===== src/rtl/id_operand_stage_pkg.sv =====
// Shared constants and types for the ID operand stage: stall bus layout,
// forwarding source indices and the instruction hold FSM encoding.
package id_operand_stage_pkg;

  localparam int unsigned STALL_BUS_W  = 6;
  localparam int unsigned STALL_IF_BIT = 1;
  localparam int unsigned STALL_ID_BIT = 2;

  localparam logic STOP    = 1'b1;
  localparam logic NO_STOP = 1'b0;

  localparam int unsigned FWD_EX  = 0;
  localparam int unsigned FWD_MEM = 1;

  localparam int unsigned INST_W = 32;

  typedef enum logic {
    HOLD_RUN  = 1'b0,
    HOLD_HOLD = 1'b1
  } hold_state_e;

  function automatic logic [4:0] inst_rs(input logic [INST_W-1:0] inst);
    return inst[25:21];
  endfunction

  function automatic logic [4:0] inst_rt(input logic [INST_W-1:0] inst);
    return inst[20:16];
  endfunction

endpackage


===== src/rtl/id_operand_stage_if.sv =====
// Register-file read port plus the WB and late-producer forwarding buses
// seen by the ID operand stage.
interface id_operand_stage_if #(
  parameter int unsigned DATA_W  = 32,
  parameter int unsigned ADDR_W  = 5,
  parameter int unsigned NUM_FWD = 2
);

  logic [ADDR_W-1:0]         rf_raddr1;
  logic [ADDR_W-1:0]         rf_raddr2;
  logic [DATA_W-1:0]         rf_rdata1;
  logic [DATA_W-1:0]         rf_rdata2;

  logic                      wb_we;
  logic [ADDR_W-1:0]         wb_waddr;
  logic [DATA_W-1:0]         wb_wdata;

  logic [NUM_FWD-1:0]        fwd_we;
  logic [NUM_FWD*ADDR_W-1:0] fwd_waddr;
  logic [NUM_FWD*DATA_W-1:0] fwd_wdata;
  logic [NUM_FWD-1:0]        fwd_rdy;

  modport master (
    input  rf_raddr1, rf_raddr2,
    output rf_rdata1, rf_rdata2,
    output wb_we, wb_waddr, wb_wdata,
    output fwd_we, fwd_waddr, fwd_wdata, fwd_rdy
  );

  modport slave (
    output rf_raddr1, rf_raddr2,
    input  rf_rdata1, rf_rdata2,
    input  wb_we, wb_waddr, wb_wdata,
    input  fwd_we, fwd_waddr, fwd_wdata, fwd_rdy
  );

endinterface


===== src/rtl/id_operand_stage_fwd_select.sv =====
// Per-operand bypass mux: youngest matching forwarding source wins, then WB,
// then the register file. Register 0 always reads zero and never stalls.
module id_operand_stage_fwd_select
  import id_operand_stage_pkg::*;
#(
  parameter int unsigned NUM_FWD = 2,
  parameter int unsigned ADDR_W  = 5,
  parameter int unsigned DATA_W  = 32
) (
  input  logic [ADDR_W-1:0]         addr_i,
  input  logic [NUM_FWD-1:0]        fwd_we_i,
  input  logic [NUM_FWD*ADDR_W-1:0] fwd_waddr_i,
  input  logic [NUM_FWD*DATA_W-1:0] fwd_wdata_i,
  input  logic [NUM_FWD-1:0]        fwd_rdy_i,
  input  logic                      wb_we_i,
  input  logic [ADDR_W-1:0]         wb_waddr_i,
  input  logic [DATA_W-1:0]         wb_wdata_i,
  input  logic [DATA_W-1:0]         rf_rdata_i,
  output logic                      hit_o,
  output logic                      rdy_o,
  output logic [DATA_W-1:0]         data_o
);

  always_comb begin
    hit_o  = 1'b0;
    rdy_o  = 1'b1;
    data_o = rf_rdata_i;
    if (wb_we_i && (wb_waddr_i == addr_i)) begin
      data_o = wb_wdata_i;
    end
    // Walk oldest to youngest so a younger match overwrites an older one,
    // including its ready flag, even when the younger one is not ready.
    for (int unsigned i = FWD_EX; i < NUM_FWD; i++) begin
      if (fwd_we_i[NUM_FWD-1-i] &&
          (fwd_waddr_i[(NUM_FWD-1-i)*ADDR_W +: ADDR_W] == addr_i)) begin
        hit_o  = 1'b1;
        rdy_o  = fwd_rdy_i[NUM_FWD-1-i];
        data_o = fwd_wdata_i[(NUM_FWD-1-i)*DATA_W +: DATA_W];
      end
    end
    if (addr_i == '0) begin
      hit_o  = 1'b0;
      rdy_o  = 1'b1;
      data_o = '0;
    end
  end

endmodule


===== src/rtl/id_operand_stage.sv =====
// ID-side operand logic: IF/ID register, instruction hold buffer for the
// synchronous inst SRAM, forwarding network and saturating stall counter.
module id_operand_stage
  import id_operand_stage_pkg::*;
#(
  parameter int unsigned DATA_W  = 32,
  parameter int unsigned ADDR_W  = 5,
  parameter int unsigned PC_W    = 32,
  parameter int unsigned NUM_FWD = 2,
  parameter int unsigned STALL_W = STALL_BUS_W,
  parameter int unsigned CNT_W   = 32
) (
  input  logic                clk,
  input  logic                rst,
  input  logic [STALL_W-1:0]  stall,
  input  logic                flush,
  input  logic                if_ce,
  input  logic [PC_W-1:0]     if_pc,
  input  logic [INST_W-1:0]   inst_sram_rdata,
  input  logic                use_rs,
  input  logic                use_rt,
  id_operand_stage_if.slave   bus,
  output logic                id_valid,
  output logic [PC_W-1:0]     id_pc,
  output logic [INST_W-1:0]   id_inst,
  output logic [DATA_W-1:0]   rs_data,
  output logic [DATA_W-1:0]   rt_data,
  output logic                stallreq,
  output logic [CNT_W-1:0]    stall_cnt
);

  logic              stall_if;
  logic              stall_id;
  logic              unused_stall;

  logic              valid_q, valid_d;
  logic [PC_W-1:0]   pc_q, pc_d;
  hold_state_e       state_q, state_d;
  logic [INST_W-1:0] hold_inst_q, hold_inst_d;
  logic [CNT_W-1:0]  cnt_q, cnt_d;

  logic [ADDR_W-1:0] raddr1, raddr2;
  logic              hit_rs, rdy_rs, hit_rt, rdy_rt;

  assign stall_if     = stall[STALL_IF_BIT];
  assign stall_id     = stall[STALL_ID_BIT];
  assign unused_stall = ^stall;

  always_comb begin
    valid_d = valid_q;
    pc_d    = pc_q;
    if (flush) begin
      valid_d = 1'b0;
      pc_d    = '0;
    end else if ((stall_if == STOP) && (stall_id == NO_STOP)) begin
      valid_d = 1'b0;
      pc_d    = '0;
    end else if (stall_if == NO_STOP) begin
      valid_d = if_ce;
      pc_d    = if_pc;
    end
  end

  // The SRAM word is only valid the cycle after fetch, so it is latched on
  // the first ID stall edge and replayed until the stall drops.
  always_comb begin
    state_d     = state_q;
    hold_inst_d = hold_inst_q;
    case (state_q)
      HOLD_RUN: begin
        if (!flush && (stall_id == STOP) && valid_q) begin
          state_d     = HOLD_HOLD;
          hold_inst_d = inst_sram_rdata;
        end
      end
      HOLD_HOLD: begin
        if (flush || (stall_id == NO_STOP)) begin
          state_d     = HOLD_RUN;
          hold_inst_d = '0;
        end
      end
    endcase
  end

  always_comb begin
    cnt_d = cnt_q;
    if (stallreq && (cnt_q != '1)) begin
      cnt_d = cnt_q + CNT_W'(1);
    end
  end

  always_ff @(posedge clk or posedge rst) begin
    if (rst) begin
      valid_q     <= 1'b0;
      pc_q        <= '0;
      state_q     <= HOLD_RUN;
      hold_inst_q <= '0;
      cnt_q       <= '0;
    end else begin
      valid_q     <= valid_d;
      pc_q        <= pc_d;
      state_q     <= state_d;
      hold_inst_q <= hold_inst_d;
      cnt_q       <= cnt_d;
    end
  end

  always_comb begin
    id_inst = '0;
    if (valid_q) begin
      id_inst = (state_q == HOLD_HOLD) ? hold_inst_q : inst_sram_rdata;
    end
  end

  assign raddr1        = ADDR_W'(inst_rs(id_inst));
  assign raddr2        = ADDR_W'(inst_rt(id_inst));
  assign bus.rf_raddr1 = raddr1;
  assign bus.rf_raddr2 = raddr2;

  id_operand_stage_fwd_select #(
    .NUM_FWD (NUM_FWD),
    .ADDR_W  (ADDR_W),
    .DATA_W  (DATA_W)
  ) u_fwd_rs (
    .addr_i      (raddr1),
    .fwd_we_i    (bus.fwd_we),
    .fwd_waddr_i (bus.fwd_waddr),
    .fwd_wdata_i (bus.fwd_wdata),
    .fwd_rdy_i   (bus.fwd_rdy),
    .wb_we_i     (bus.wb_we),
    .wb_waddr_i  (bus.wb_waddr),
    .wb_wdata_i  (bus.wb_wdata),
    .rf_rdata_i  (bus.rf_rdata1),
    .hit_o       (hit_rs),
    .rdy_o       (rdy_rs),
    .data_o      (rs_data)
  );

  id_operand_stage_fwd_select #(
    .NUM_FWD (NUM_FWD),
    .ADDR_W  (ADDR_W),
    .DATA_W  (DATA_W)
  ) u_fwd_rt (
    .addr_i      (raddr2),
    .fwd_we_i    (bus.fwd_we),
    .fwd_waddr_i (bus.fwd_waddr),
    .fwd_wdata_i (bus.fwd_wdata),
    .fwd_rdy_i   (bus.fwd_rdy),
    .wb_we_i     (bus.wb_we),
    .wb_waddr_i  (bus.wb_waddr),
    .wb_wdata_i  (bus.wb_wdata),
    .rf_rdata_i  (bus.rf_rdata2),
    .hit_o       (hit_rt),
    .rdy_o       (rdy_rt),
    .data_o      (rt_data)
  );

  assign stallreq  = valid_q & ((use_rs & hit_rs & ~rdy_rs) |
                                (use_rt & hit_rt & ~rdy_rt));
  assign id_valid  = valid_q;
  assign id_pc     = pc_q;
  assign stall_cnt = cnt_q;

endmodule


===== src/flat_wrapper.sv =====
// flat-port wrapper written by rule: the top's interface ports become plain ports
module id_operand_stage_flat import id_operand_stage_pkg::*;
#(
  parameter int unsigned DATA_W  = 32,
  parameter int unsigned ADDR_W  = 5,
  parameter int unsigned PC_W    = 32,
  parameter int unsigned NUM_FWD = 2,
  parameter int unsigned STALL_W = STALL_BUS_W,
  parameter int unsigned CNT_W   = 32
)
  (clk, rst, stall, flush, if_ce, if_pc, inst_sram_rdata, use_rs, use_rt, id_valid, id_pc, id_inst, rs_data, rt_data, stallreq, stall_cnt, bus_rf_raddr1, bus_rf_raddr2, bus_rf_rdata1, bus_rf_rdata2, bus_wb_we, bus_wb_waddr, bus_wb_wdata, bus_fwd_we, bus_fwd_waddr, bus_fwd_wdata, bus_fwd_rdy);
  id_operand_stage_if #(.DATA_W(DATA_W), .ADDR_W(ADDR_W), .NUM_FWD(NUM_FWD)) bus_i ();
  input  logic clk;
  input  logic rst;
  input  logic [STALL_W-1:0] stall;
  input  logic flush;
  input  logic if_ce;
  input  logic [PC_W-1:0] if_pc;
  input  logic [INST_W-1:0] inst_sram_rdata;
  input  logic use_rs;
  input  logic use_rt;
  output logic id_valid;
  output logic [PC_W-1:0] id_pc;
  output logic [INST_W-1:0] id_inst;
  output logic [DATA_W-1:0] rs_data;
  output logic [DATA_W-1:0] rt_data;
  output logic stallreq;
  output logic [CNT_W-1:0] stall_cnt;
  output wire logic [$bits(bus_i.rf_raddr1)-1:0] bus_rf_raddr1;
  output wire logic [$bits(bus_i.rf_raddr2)-1:0] bus_rf_raddr2;
  input wire logic [$bits(bus_i.rf_rdata1)-1:0] bus_rf_rdata1;
  input wire logic [$bits(bus_i.rf_rdata2)-1:0] bus_rf_rdata2;
  input wire logic [$bits(bus_i.wb_we)-1:0] bus_wb_we;
  input wire logic [$bits(bus_i.wb_waddr)-1:0] bus_wb_waddr;
  input wire logic [$bits(bus_i.wb_wdata)-1:0] bus_wb_wdata;
  input wire logic [$bits(bus_i.fwd_we)-1:0] bus_fwd_we;
  input wire logic [$bits(bus_i.fwd_waddr)-1:0] bus_fwd_waddr;
  input wire logic [$bits(bus_i.fwd_wdata)-1:0] bus_fwd_wdata;
  input wire logic [$bits(bus_i.fwd_rdy)-1:0] bus_fwd_rdy;
  assign bus_rf_raddr1 = bus_i.rf_raddr1;
  assign bus_rf_raddr2 = bus_i.rf_raddr2;
  assign bus_i.rf_rdata1 = bus_rf_rdata1;
  assign bus_i.rf_rdata2 = bus_rf_rdata2;
  assign bus_i.wb_we = bus_wb_we;
  assign bus_i.wb_waddr = bus_wb_waddr;
  assign bus_i.wb_wdata = bus_wb_wdata;
  assign bus_i.fwd_we = bus_fwd_we;
  assign bus_i.fwd_waddr = bus_fwd_waddr;
  assign bus_i.fwd_wdata = bus_fwd_wdata;
  assign bus_i.fwd_rdy = bus_fwd_rdy;
  id_operand_stage #(.DATA_W(DATA_W), .ADDR_W(ADDR_W), .PC_W(PC_W), .NUM_FWD(NUM_FWD), .STALL_W(STALL_W), .CNT_W(CNT_W)) u_core (.clk(clk), .rst(rst), .stall(stall), .flush(flush), .if_ce(if_ce), .if_pc(if_pc), .inst_sram_rdata(inst_sram_rdata), .use_rs(use_rs), .use_rt(use_rt), .bus(bus_i), .id_valid(id_valid), .id_pc(id_pc), .id_inst(id_inst), .rs_data(rs_data), .rt_data(rt_data), .stallreq(stallreq), .stall_cnt(stall_cnt));
endmodule

===== config.mk =====
export PLATFORM = sky130hd
export DESIGN_NAME = id_operand_stage_flat
export DESIGN_NICKNAME = d
export VERILOG_FILES = /design/src/rtl/id_operand_stage_pkg.sv /design/src/rtl/id_operand_stage_if.sv /design/src/rtl/id_operand_stage_fwd_select.sv /design/src/rtl/id_operand_stage.sv /design/src/flat_wrapper.sv
export SDC_FILE = /design/constraint.sdc
export NUM_CORES = 1
export LEC_CHECK = 0
export ABC_CLOCK_PERIOD_IN_PS = 4600
export CAP_MARGIN = 20
export CORE_AREA = 2 2 167 169
export CTS_CLUSTER_DIAMETER = 80
export DETAILED_ROUTE_END_ITERATION = 8
export DIE_AREA = 0 0 169 171
export DONT_BUFFER_PORTS = 1
export PLACE_DENSITY = 0.43
export SLEW_MARGIN = 25
export SYNTH_ARGS = -nofsm -noshare
export SYNTH_HDL_FRONTEND = slang
export SYNTH_SLANG_ARGS = --single-unit

===== constraint.sdc =====
create_clock -name clk -period 4.6 [get_ports clk]
set_clock_uncertainty 0.1 [all_clocks]
set_input_delay 1.38 -clock clk [delete_from_list [all_inputs] [get_ports clk]]
set_output_delay 1.38 -clock clk [all_outputs]
set_load 0.01 [all_outputs]

==> flow_summary_export.csv <==
group,metric,value,unit
worst_setup_path,start_kind,"input port",
worst_setup_path,critPathCaptureType,"primary output",
pwr,power_density,253,nW/um^2
cts,cts.clk_slew.worst_paths,0.08,ns
cts,cts-htree-levels,3,
floorplan,fp.coreArea,27300,sq um
routing,vias,6354,
sta,setup_viol,65,
place,port_buffers,0,
floorplan,initial_utilization,25.9,%
synthesis,synth_area_leaders,"dfrtp_1, a22o_1, mux2i_1, xor2_1, a21oi_1",
final_layout,design_area,8810,sq um
sta,fmax,211,MHz
final_layout,multi_input_comb_area,4630,sq um
synthesis,synth_cell_types,40,
floorplan,die_w,169,microns
sta,fin_hold_ws,0.397,ns
pwr,peakVddDrop,154,uV
cts,cts-root-buf,"clkbuf_16",
global_route,overflow,0,
synthesis,synth_ff_type,"dfrtp_1",
routing,wirelength,32300,microns
place,place.gp.congestion,0.880,
sta,setup_slack,-0.129,ns
synthesis,netlist_instances,755,
final_layout,finalNetCount,1021,
routing,drt_iter0_markers,438,
synthesis,synthMostInstantiatedCell,"a22o_1",
cts,cts_hold_buffers,0,
synthesis,synth_edf_count,0,
sta,relSlewSlack,38.2,%
synthesis,ys_warn_count,0,
sta,drv_slew,0,
floorplan,die-area,28900,sq um
min_path,min_path_type,"flip-flop to flip-flop",
synthesis,yosysTopAreaCell,"dfrtp_1",
run_status,violations,"setup timing",
synthesis,seq_area_frac_synth,34.7,%
floorplan,rows,61,
final_layout,seq_area,2450,sq um
sta,finalHoldViolCount,0,
run,maxCapViolCount,0,
worst_setup_path,cp_max_fo,16,
sta,period_minus_slack,4.73,ns
final_layout,area_growth,24.7,%
worst_setup_path,worstPathRequired,3.12,ns
synthesis,synthTopCellsByCount,"a22o_1, dfrtp_1, mux2i_1",
sta,finalCritPeriodShare,103,%
pwr,leakagePower,3.78,nW
sta,worstMarginPinSlew,0.925,ns
routing,drt_pass1_iterations,5,
cts,clock_latency,0.35,ns
worst_setup_path,cp.arrival,3.25,ns
global_route,grt_max_degree,67,
synthesis,synth-seq-cells,98,
floorplan,io_pins,428,
synthesis,yosys.area.top_type_share,34.7,%
place,dp_hpwl,21800,microns
cts,cts_tree,"built",
cts,cts_made_buffers,9,
cts,clock_path_buffers,2,
global_route,grt_usage,19.2,%
worst_setup_path,crit_type,"input port to primary output",
synthesis,synth-async-reset-ratio,100,%
global_route,antenna_found_initial,2,
synthesis,syn-num-nets,1012,
routing,wl_per_cell,28.9,microns
routing,via_per_inst,5.69,
place,dpl_cell_area,7590,sq um
global_route,grt_pass1_wl,41300,microns
synthesis,avgSynthCellArea,9.36,sq um
run_status,status,"complete, but fails checks",
routing,drtAntennaViolNets,0,
routing,drc,0,
final_layout,fillers,2793,
synthesis,synthesis.area,7070,sq um
sta,rsz0062_at_grt,"yes",
final_layout,drive_gt1_share,25.1,%
global_route,first_global_vias,5979,
cts,clock-sinks,98,
floorplan,die_h,171,microns
## repair_timing
| action | in CTS | in global routing |
|---|---|---|
| resized for setup | 45 | 88 |
| endpoints found under the setup margin | 65 | 65 |
| buffers inserted | 10 | 10 |
| cloned | 7 | 11 |
| pin swaps | 30 | 37 |
## logic make-up (layout without fill, tap and decap cells)
group,after synthesis,in the layout,synth area share (%)
buffers and inverters,90,103,6.32
DFF,98,98,34.7
AOI/OAI and AO/OA,207,207,22.4
adders and majority gates,1,1,0.177
muxes,98,98,14.2
xor gates and xnor gates,48,48,5.95
and+or+nand+nor,213,214,16.3
other,0,2,0
## layout by cell type (no fill, tap or decap), drive strengths merged, types with 18 or more instances in the layout
| master | instances |
|---|---|
| xor2 | 39 |
| a21oi | 65 |
| nand2 | 30 |
| nor2 | 79 |
| buf | 64 |
| dfrtp | 98 |
| inv | 18 |
| mux2i | 86 |
| nor2b | 26 |
| a22o | 129 |
## worst paths after layout
path                                             start                      to  slack [ns]  cells after the start
worst max-delay path               inst_sram_rdata[19]              rt_data[2]       -0.13                      9
worst min-delay path            u_core.hold_inst_q[18]  u_core.hold_inst_q[18]        0.40                      1
worst max register to register         u_core.id_valid    u_core.stall_cnt[30]        0.98                     12
worst min register to register  u_core.hold_inst_q[18]  u_core.hold_inst_q[18]        0.40                      1
max in group asynchronous                          rst        u_core.id_pc[31]        2.64                      2
min in group asynchronous                          rst    u_core.stall_cnt[10]        0.97                      1
## per-stage QoR
step	power [mW]	setup slack, ns	util, %	TNS [ns]	instances
after detailed placement	1.41	-0.299	27.8	-11.09	1069
after CTS	2.22	-0.141	30.3	-6.09	1102
after floorplan	1.29	0.0215	-	0	755
after global routing	2.34	-0.178	32.3	-8.33	1117
final	2.23	-0.129	32.3	-3.87	1117
after global placement	1.41	-0.304	27.7	-11.05	1069
## sequential cells by signal, indices dropped and copies added (netlist names)
| register | count |
|---|---|
| u_core.hold_inst_q | 32 |
| u_core.id_valid | 1 |
| u_core.id_pc | 32 |
| u_core.stall_cnt | 32 |
| u_core.state_q | 1 |
## metal layers
metal / vias up / wire, microns / track usage [%]
met2: 385 / 16200 / 33.9
met5: - / 0 / 0
li1: 2794 / - / -
met4: 0 / 1640 / 7.62
met1: 3103 / 11300 / 21.3
met3: 72 / 3230 / 6.75
## worst max-delay path, cell delays in order
cell and delay, ns:
mux2_4 0.16, nand2_4 0.07, buf_6 0.17, buf_6 0.10, a222oi_1 0.33, nand4_1 0.25
nor2_4 0.30, buf_12 0.21, a22o_1 0.28
## layout make-up
cell class | instances | area share, %
clock inverter | 5 | 0.710
inverter | 17 | 0.752
antenna | 2 | 0.0568
sequential | 98 | 27.8
tap | 346 | 4.91
clock buffer | 11 | 2.64
timing repair buffer | 70 | 10.6
multi-input combinational | 568 | 52.5
## where the power goes
group	switching, mW	internal [mW]
logic	0.254	0.210
clock network	0.348	0.426
registers	0.0610	0.932
total	0.663	1.57
(Power assumes the default switching activity.)
